File: src/rtl/stage_instruction_decode.sv
// Decode/operand-fetch stage: drives register-file read addresses, waits the
// read latency, then latches decoded fields, immediate and operands.
// Ports: clock, reset (sync, active-high), enable, instr_bits, rf_rs1_data,
//   rf_rs2_data -> rf_rs1_addr, rf_rs2_addr, is_complete, is_halted,
//   opcode, rd, funct3, funct7, imm, rs1_value, rs2_value.
module stage_instruction_decode #(
    parameter int XLEN             = 32,
    parameter int ILEN             = 32,
    parameter int REG_READ_LATENCY = 1
) (
    input  logic            clock,
    input  logic            reset,
    input  logic            enable,
    input  logic [ILEN-1:0] instr_bits,
    input  logic [XLEN-1:0] rf_rs1_data,
    input  logic [XLEN-1:0] rf_rs2_data,
    output logic [4:0]      rf_rs1_addr,
    output logic [4:0]      rf_rs2_addr,
    output logic            is_complete,
    output logic            is_halted,
    output logic [6:0]      opcode,
    output logic [4:0]      rd,
    output logic [2:0]      funct3,
    output logic [6:0]      funct7,
    output logic [XLEN-1:0] imm,
    output logic [XLEN-1:0] rs1_value,
    output logic [XLEN-1:0] rs2_value
);

    localparam logic [1:0] LAT = 2'(REG_READ_LATENCY);

    logic [31:0]     inst;
    logic [1:0]      counter;
    logic            read_complete;
    logic            next_halted;
    logic            legal;
    logic            fmt_r;
    logic            fmt_i;
    logic            fmt_s;
    logic            fmt_b;
    logic            fmt_u;
    logic            fmt_j;
    logic [31:0]     imm32;
    logic [XLEN-1:0] imm_ext;
    logic [XLEN-1:0] op1;
    logic [XLEN-1:0] op2;

    assign inst        = instr_bits[31:0];
    assign rf_rs1_addr = inst[19:15];
    assign rf_rs2_addr = inst[24:20];

    // Opcode classification into instruction formats
    always_comb begin
        fmt_r = 1'b0;
        fmt_i = 1'b0;
        fmt_s = 1'b0;
        fmt_b = 1'b0;
        fmt_u = 1'b0;
        fmt_j = 1'b0;
        legal = 1'b1;
        case (inst[6:0])
            7'b0110111: fmt_u = 1'b1;
            7'b0010111: fmt_u = 1'b1;
            7'b1101111: fmt_j = 1'b1;
            7'b1100111: fmt_i = 1'b1;
            7'b1100011: fmt_b = 1'b1;
            7'b0000011: fmt_i = 1'b1;
            7'b0100011: fmt_s = 1'b1;
            7'b0010011: fmt_i = 1'b1;
            7'b0110011: fmt_r = 1'b1;
            7'b1110011: fmt_i = 1'b1;
            default:    legal = 1'b0;
        endcase
    end

    always_comb begin
        imm32 = 32'd0;
        if (fmt_i) imm32 = {{20{inst[31]}}, inst[31:20]};
        if (fmt_s) imm32 = {{20{inst[31]}}, inst[31:25], inst[11:7]};
        if (fmt_b) imm32 = {{20{inst[31]}}, inst[7], inst[30:25],
                            inst[11:8], 1'b0};
        if (fmt_u) imm32 = {inst[31:12], 12'd0};
        if (fmt_j) imm32 = {{12{inst[31]}}, inst[19:12], inst[20],
                            inst[30:21], 1'b0};
    end

    assign imm_ext = XLEN'($signed(imm32));

    // U/J formats carry no rs1; only R/S/B read rs2; x0 always reads zero
    assign op1 = (rf_rs1_addr == 5'd0 || fmt_u || fmt_j) ? '0 : rf_rs1_data;
    assign op2 = (rf_rs2_addr != 5'd0 && (fmt_r || fmt_s || fmt_b))
               ? rf_rs2_data : '0;

    assign read_complete = (counter == 2'd0);
    assign next_halted   = is_halted | (enable & read_complete & ~legal);
    assign is_complete   = enable & read_complete & ~is_halted & ~next_halted;

    always_ff @(posedge clock) begin
        if (reset) begin
            counter <= LAT;
        end else if (enable) begin
            counter <= read_complete ? 2'd0 : counter - 2'd1;
        end else begin
            counter <= LAT;
        end
    end

    always_ff @(posedge clock) begin
        if (reset) begin
            is_halted <= 1'b0;
        end else begin
            is_halted <= next_halted;
        end
    end

    always_ff @(posedge clock) begin
        if (reset) begin
            opcode    <= '0;
            rd        <= '0;
            funct3    <= '0;
            funct7    <= '0;
            imm       <= '0;
            rs1_value <= '0;
            rs2_value <= '0;
        end else if (is_complete) begin
            opcode    <= inst[6:0];
            rd        <= inst[11:7];
            funct3    <= inst[14:12];
            funct7    <= inst[31:25];
            imm       <= imm_ext;
            rs1_value <= op1;
            rs2_value <= op2;
        end
    end

endmodule

File: config.mk
export PLATFORM = sky130hd
export DESIGN_NAME = stage_instruction_decode
export DESIGN_NICKNAME = d
export VERILOG_FILES = /design/src/rtl/stage_instruction_decode.sv
export SDC_FILE = /design/constraint.sdc
export NUM_CORES = 1
export LEC_CHECK = 0
export CAP_MARGIN = 30
export CORE_MARGIN = 4
export CORE_UTILIZATION = 40
export CTS_CLUSTER_DIAMETER = 30
export CTS_CLUSTER_SIZE = 28
export DETAILED_ROUTE_END_ITERATION = 7
export PLACE_DENSITY = 0.88
export SLEW_MARGIN = 20
export SYNTH_ARGS = -nofsm -noshare
export SYNTH_HDL_FRONTEND = slang
export SYNTH_SLANG_ARGS = --single-unit
File: constraint.sdc
create_clock -name clock -period 1.88 [get_ports clock]
set_input_delay 0.282 -clock clock [delete_from_list [all_inputs] [get_ports clock]]
set_output_delay 0.282 -clock clock [all_outputs]
set_load 0.1 [all_outputs]
==> results of run 1 <==
power by group through the flow:
stage          logic, mW  registers [mW]  clock network (mW)
6_report           0.686            2.59                3.57
5_1_grt            0.717            2.59                3.77
4_1_cts            0.676            2.59                3.63
3_5_place_dp       0.665            2.64                   0
3_3_place_gp       0.655            2.64                   0
2_1_floorplan      0.216            2.72                   0
layout make-up:
cell class / count / area [µm²] / area share, %
inverter: 9 / 36.28 / 0.4515
clock inverter: 8 / 165.2 / 2.055
tap: 143 / 178.9 / 2.226
sequential: 121 / 2425 / 30.17
multi-input combinational: 345 / 1929 / 24.01
clock buffer: 23 / 488.0 / 6.072
timing repair buffer: 295 / 2814 / 35.01
critical path: stages:
cell and delay, ns:
clkdlybuf4s50_1 0.47, a21o_1 0.19, a2111o_2 0.46, buf_4 0.16, buf_6 0.13, nor3_4 0.34
clkbuf_16 0.25, a32o_1 0.12
placed cells by master, fill, tap and decap left out, types with 2 or more instances in the layout:
master	synthesis	routed
a32o_1	32	31
buf_16	0	2
nand2_1	107	107
buf_6	4	8
a32oi_1	4	4
nand2b_1	4	3
buf_12	0	16
a21oi_1	88	86
clkbuf_8	0	4
mux2i_1	2	2
nor2_1	10	9
nor3_1	3	2
clkbuf_1	26	2
clkdlybuf4s50_1	0	92
dlygate4sd2_1	0	5
clkinv_2	0	3
buf_4	11	165
bufinv_16	0	5
clkbuf_16	0	22
inv_2	1	2
inv_1	8	6
dfxtp_2	0	2
dfxtp_1	121	119
nand3_1	43	42
and3b_1	2	2
o21ai_0	29	28
synthesized netlist by cell type (8+ instances only):
master and number:
a21oi_1 88, a32o_1 32, buf_2 14, buf_4 11, clkbuf_1 26, dfxtp_1 121
inv_1 8, nand2_1 107, nand3_1 43, nor2_1 10, o21ai_0 29
layer usage:
| layer | global-route usage [%] | part of all wire [%] | vias to the layer above |
|---|---|---|---|
| li1 | - | - | 2382 |
| met1 | 26.33 | 38 | 2337 |
| met2 | 38.58 | 48 | 257 |
| met3 | 8.616 | 11 | 31 |
| met4 | 10.41 | 2.6 | 0 |
| met5 | 0 | 0 | - |
what timing repair did:
item / 4_1_cts / 5_1_grt
gates cloned: 0 / 8
pin swaps: 2 / 1
gates resized for setup: 17 / 19
setup buffers: 5 / 1
endpoints found under the setup margin: 79 / 90
endpoints found under the hold margin: 0 / 0
flip-flops by register name (all words and copies together), names as in the netlist:
name and cells:
counter 2, funct3 3, funct7 7, imm 32
is_halted 1, opcode 7, rd 5, rs1_value 32
rs2_value 32
kinds of logic after synthesis:
| family | share of synthesized area (%) |
|---|---|
| buf+inv | 7.268 |
| flops | 52.31 |
| compound gates | 22.51 |
| fa+ha+maj | 0.5403 |
| simple gates | 16.94 |
| mux | 0.4323 |
path summary, 6_finish.rpt:
path,from,end,slack (ns)
worst max register to register,counter[1],rs1_value[15],-0.17
worst min register to register,rs2_value[6],rs2_value[6],0.45
worst min-delay path,reset,counter[0],0.37
worst max-delay path,instr_bits[3],rs1_value[15],-0.19
stage by stage:
stage | std cells | total power [mW] | area [µm²]
floorplan | 532 | 2.933 | 4634
global placement | 899 | 3.295 | 7076
detailed placement | 899 | 3.305 | 7076
CTS | 935 | 6.894 | 7799
global route | 944 | 7.069 | 8036
finish | 944 | 6.848 | 8036
==> metrics, run 1 <==
status=complete, but fails checks; failing checks=negative setup slack; vias in the first global route=4849; Pre-antenna DRT Iters=5; Mapped Area=4631 µm²; maxcap violations=0; Logic pwr share=10.0%; kind of critical path=in2reg; hold path cells=4; Placer Congestion=0.8270; Fin Setup TNS=-5.487 ns; Slew HR=55.29%; Yosys top cell by area=dfxtp_1; cts hold-fix bufs=0; Vias=about 5000; Util after Layout=70.68%; die area=13360 µm²; n_diodes=0; Top FF cell, synth=dfxtp_1; Worst-path clk slew=0.05 ns; clock skew=0.006502 ns; synth warn=0; H-tree lvl count=4; Syn Nets=633; IR drop worst, VDD=slightly above 0.7 mV; Setup violations, final=54; Worst setup EP type=register; CP max FO=8; final hold violation count=0; DP HPWL=11570 µm; Slew @ Worst Pin=0.6707 ns; Tcrit/Tclk final=110.0%; Ports=229; Worst EP required=2.23 ns; Achievable Freq=0.4835 GHz; post-synthesis register bit count=between 100 and 150; pin count of the biggest net entering global routing=65; Yosys cell types=39; Seq pwr share=37.8%; clk root buf=clkbuf_16; initial core utilization=between 40% and 50%; Remaining DRCs=0; Seq/Total Area, Yosys=52.31%; P&R area growth vs syn=73.55%; RSZ-0062 raised after global routing=yes; core area=11370 µm²; Routed WL=16800 µm; Wirelength per Cell=17.80 µm; grt total ovfl=0; Die H=~120 µm; Final nets=890; depth of the worst register-to-register path=9; clock sinks=121; Initial DRC Count=about 280; EDFF count, synth=0; final antenna-violating net count=0; Mapped Cells=532; Switching Fraction=around a fifth; sw power=1.465 mW; Clock Latency Late Sink=a little over 0.4 ns; Bufs on Longest Clock Path=2; Tmin final=2.068 ns; Avg Cell Area, Syn=between 8 and 9 µm²; P_int=~5.4 mW; Num CTS Buffers=17; Row Count=39; HP Class=in2reg; fill cell count=814; width of the die=115.6 µm; Arrival @ worst endpoint=roughly 2.4 ns; first-pass GRT wire length=24210 µm; Synth async-reset ratio=0%; vias per cell=5.304; layout cells sized above 1=between 30% and 40%; Leak=3.313 nW; Clock power frac=52.2%; Synth top area share=52.31%; Tot GR Track Use=23.08%; CP Launch Type=primary input; Pins Over Slew Limit=0; CTS tree=done; setup ws final=-0.1881 ns; I/O Buffers=~230; synth top area cells=dfxtp_1 52%, a21oi_1 9.5%, nand2_1 8.7%; final hold slack=0.3682 ns; Pwr Density=roughly 850 nW/µm²; initial antenna violation count=0; post-place setup slack=-0.4940 ns
Power figures use the tool's default switching activity.
==> run 2: changes to the inputs <==
--- a/config.mk
+++ b/config.mk
@@ -9,6 +9,5 @@
 export CORE_MARGIN = 4
 export CORE_UTILIZATION = 40
-export CTS_CLUSTER_DIAMETER = 30
-export CTS_CLUSTER_SIZE = 28
+export CTS_CLUSTER_SIZE = 10
 export DETAILED_ROUTE_END_ITERATION = 7
 export PLACE_DENSITY = 0.88
==> constraint.sdc (replaced) <==
create_clock -name clock -period 1.88 [get_ports clock]
set_input_delay 0.564 -clock clock [delete_from_list [all_inputs] [get_ports clock]]
set_output_delay 0.564 -clock clock [all_outputs]
set_load 0.1 [all_outputs]
==> run 2 against run 1 <==
Against the previous run:
- the flow still finishes with violations (negative setup slack)
- global-route usage increased by 5.0 points
- clock power is 4% lower
- fmax down 11%
- largest power group unchanged
==> metrics, run 2 (synthesized netlist as in run 1, its figures left out) <==
layout cells sized above 1=33.00% (+2.3 points); kind of cell adding the most delay to the critical path=compound AO/OA/AOI/OAI gates; Logic pwr share=10.7% (+0.7 points); die area=13360 µm² (unchanged); vias in the first global route=5503 (+13%); R2R Path End=rs1_value[6]; Worst-path clk slew=0.06 ns (about the same); Pwr Density=707.5 nW/µm² (-17%); Setup violations, final=96 (+78%); Ports=229 (unchanged); Tot Pwr=6.718 mW (-1.9%); clock skew=0.01433 ns (+0.007825 ns); clock sinks=121 (unchanged); Regs by FF count=imm (32), rs1_value (32), rs2_value (32); initial antenna violation count=0 (unchanged); Achievable Freq=0.4299 GHz (-11%); Worst setup EP type=primary output; Clock power frac=50.7% (-1.5 points); Tmin final=2.326 ns (+0.2581 ns); pin count of the biggest net entering global routing=65 (unchanged); Remaining DRCs=0 (unchanged); Bufs on Longest Clock Path=2 (unchanged); Slew @ Worst Pin=0.7178 ns (+0.04712 ns); Num CTS Buffers=17 (unchanged); worst hold path startpoint=rd[3]; P&R area growth vs syn=105.1%; Pre-antenna DRT Iters=5 (unchanged); initial core utilization=40.73% (unchanged); Post-Place Cells=899 (unchanged); RSZ-0062 raised after global routing=yes; Hold Path End=rd[3]; CP Buf/Inv Count=4 (unchanged); Pins Over Slew Limit=0 (unchanged); depth of the worst register-to-register path=10 (+1); CP Launch Type=primary input; Leak=3.659 nW (+10%); fin cells=949 (+0.53%); CP max-delay cell=a2111o_2; Row Count=39 (unchanged); Worst path max stage delay=0.45 ns (-0.02 ns); P_int=5.088 mW (-5.5%); CTS tree=done; grt total ovfl=0 (unchanged); core area=11370 µm² (unchanged); number of cells on the critical path=7 (-1); Switching Fraction=24.25% (+2.9 points); failing checks=negative setup slack; Wirelength per Cell=20.71 µm (+16%); Routed WL=19660 µm (+17%); Tot GR Track Use=28.12% (+5.0 points); dpl cell area=8559 µm² (+21%); width of the die=115.6 µm (unchanged); first-pass GRT wire length=29330 µm (+21%); Arrival @ worst endpoint=1.76 ns (-0.65 ns); Seq pwr share=38.6% (+0.8 points); Clock Latency Late Sink=0.41 ns (about the same); setup ws final=-0.4462 ns (-0.2581 ns); Vias=5212 (+4.1%); Reg2Reg Launch Point=counter[1]; CP most frequent cell=buf_6; worst reg-to-reg setup slack=-0.14 ns (+0.03 ns); Die H=115.6 µm (unchanged); vias per cell=5.492 (+3.5%); hold path cells=2 (-2); IR drop worst, VDD=0.5464 mV (-25%); maxcap violations=0 (unchanged); Slew HR=52.15% (-3.1 points); CP max FO=3 (-5); Util after Layout=83.51% (+13 points); most common cell after layout, fill and taps aside=buf_12; kind of critical path=in2out; leading cell types in the layout, fill and taps excluded=136 x buf_12, 119 x dfxtp_1, 106 x nand2_1; clk root buf=clkbuf_16; post-route cell area=9495 µm² (+18%); n_diodes=0 (unchanged); Placer Congestion=0.8680 (+5.0%); Initial DRC Count=404 (+43%); H-tree lvl count=4 (unchanged); critical-path cell list=buf_6 > nand2b_4 > a21o_1 > a2111o_2 > buf_6 > clkinv_4 > buf_12; sw power=1.629 mW (+11%); final antenna-violating net count=0 (unchanged); Final nets=894 (+0.45%); final hold violation count=0 (unchanged); status=complete, but fails checks; post-place setup slack=-1.048 ns (-0.5540 ns); HP Class=reg2reg; I/O Buffers=228 (unchanged); DP HPWL=12980 µm (+12%); cts hold-fix bufs=0 (unchanged); Worst EP required=1.32 ns (-0.91 ns); Tcrit/Tclk final=123.7% (+14 points)
[run 2: final cells by class]
cell class,instances,area [µm²]
multi-input combinational,345,1964
clock inverter,13,167.7
sequential,121,2425
inverter,9,38.79
tap,143,178.9
timing repair buffer,299,4268
clock buffer,19,452.9
fill,608,1874
[run 2: worst max path at each step]
stage	start	endpoint	slack, ns
detailed placement	instr_bits[6]	imm[30]	-1.05
CTS	instr_bits[6]	is_complete	-0.50
finish	instr_bits[6]	is_complete	-0.45
global route	counter[1]	is_complete	-0.49
global placement	instr_bits[6]	rs1_value[14]	-1.04
floorplan	instr_bits[4]	is_complete	-0.31
[run 2: routing by layer]
metal	track usage (%)	share of wire, %
met1	31.06	36
met2	51.00	53
met3	7.624	7.7
met4	11.27	3.8
met5	0	0
[run 2: power groups by stage]
stage	Combinational [mW]	Clock (mW)	Sequential [mW]
finish	0.720	3.41	2.59
global route	0.750	3.57	2.59
CTS	0.700	3.41	2.59
detailed placement	0.692	0	2.65
floorplan	0.232	0	2.72
global placement	0.673	0	2.64
[run 2: worst register-to-register path, stage by stage (launching register included)]
cell      delay (ns)
dfxtp_2         0.32
inv_2           0.08
ha_4            0.16
nand3_2         0.07
a2111o_2        0.38
buf_4           0.16
buf_12          0.14
nor3_4          0.22
buf_4           0.18
buf_6           0.12
a32o_1          0.14
[run 2: what timing repair did]
action | 4_1_cts | 5_1_grt
buffers inserted | 5 | 9
pin swaps | 4 | 4
gates cloned | 4 | 3
resized for setup | 55 | 25
setup endpoints to repair | 130 | 119
[run 2: per-stage QoR]
| step | setup TNS (ns) | hold WS, ns |
|---|---|---|
| 6_report | -6.697 | 0.4909 |
| 5_1_grt | -14.88 | 0.5182 |
| 4_1_cts | -8.130 | 0.4925 |
| 3_5_place_dp | -103.98 | 0.4861 |
| 3_3_place_gp | -104.91 | 0.4750 |
| 2_1_floorplan | -8.433 | 0.5303 |
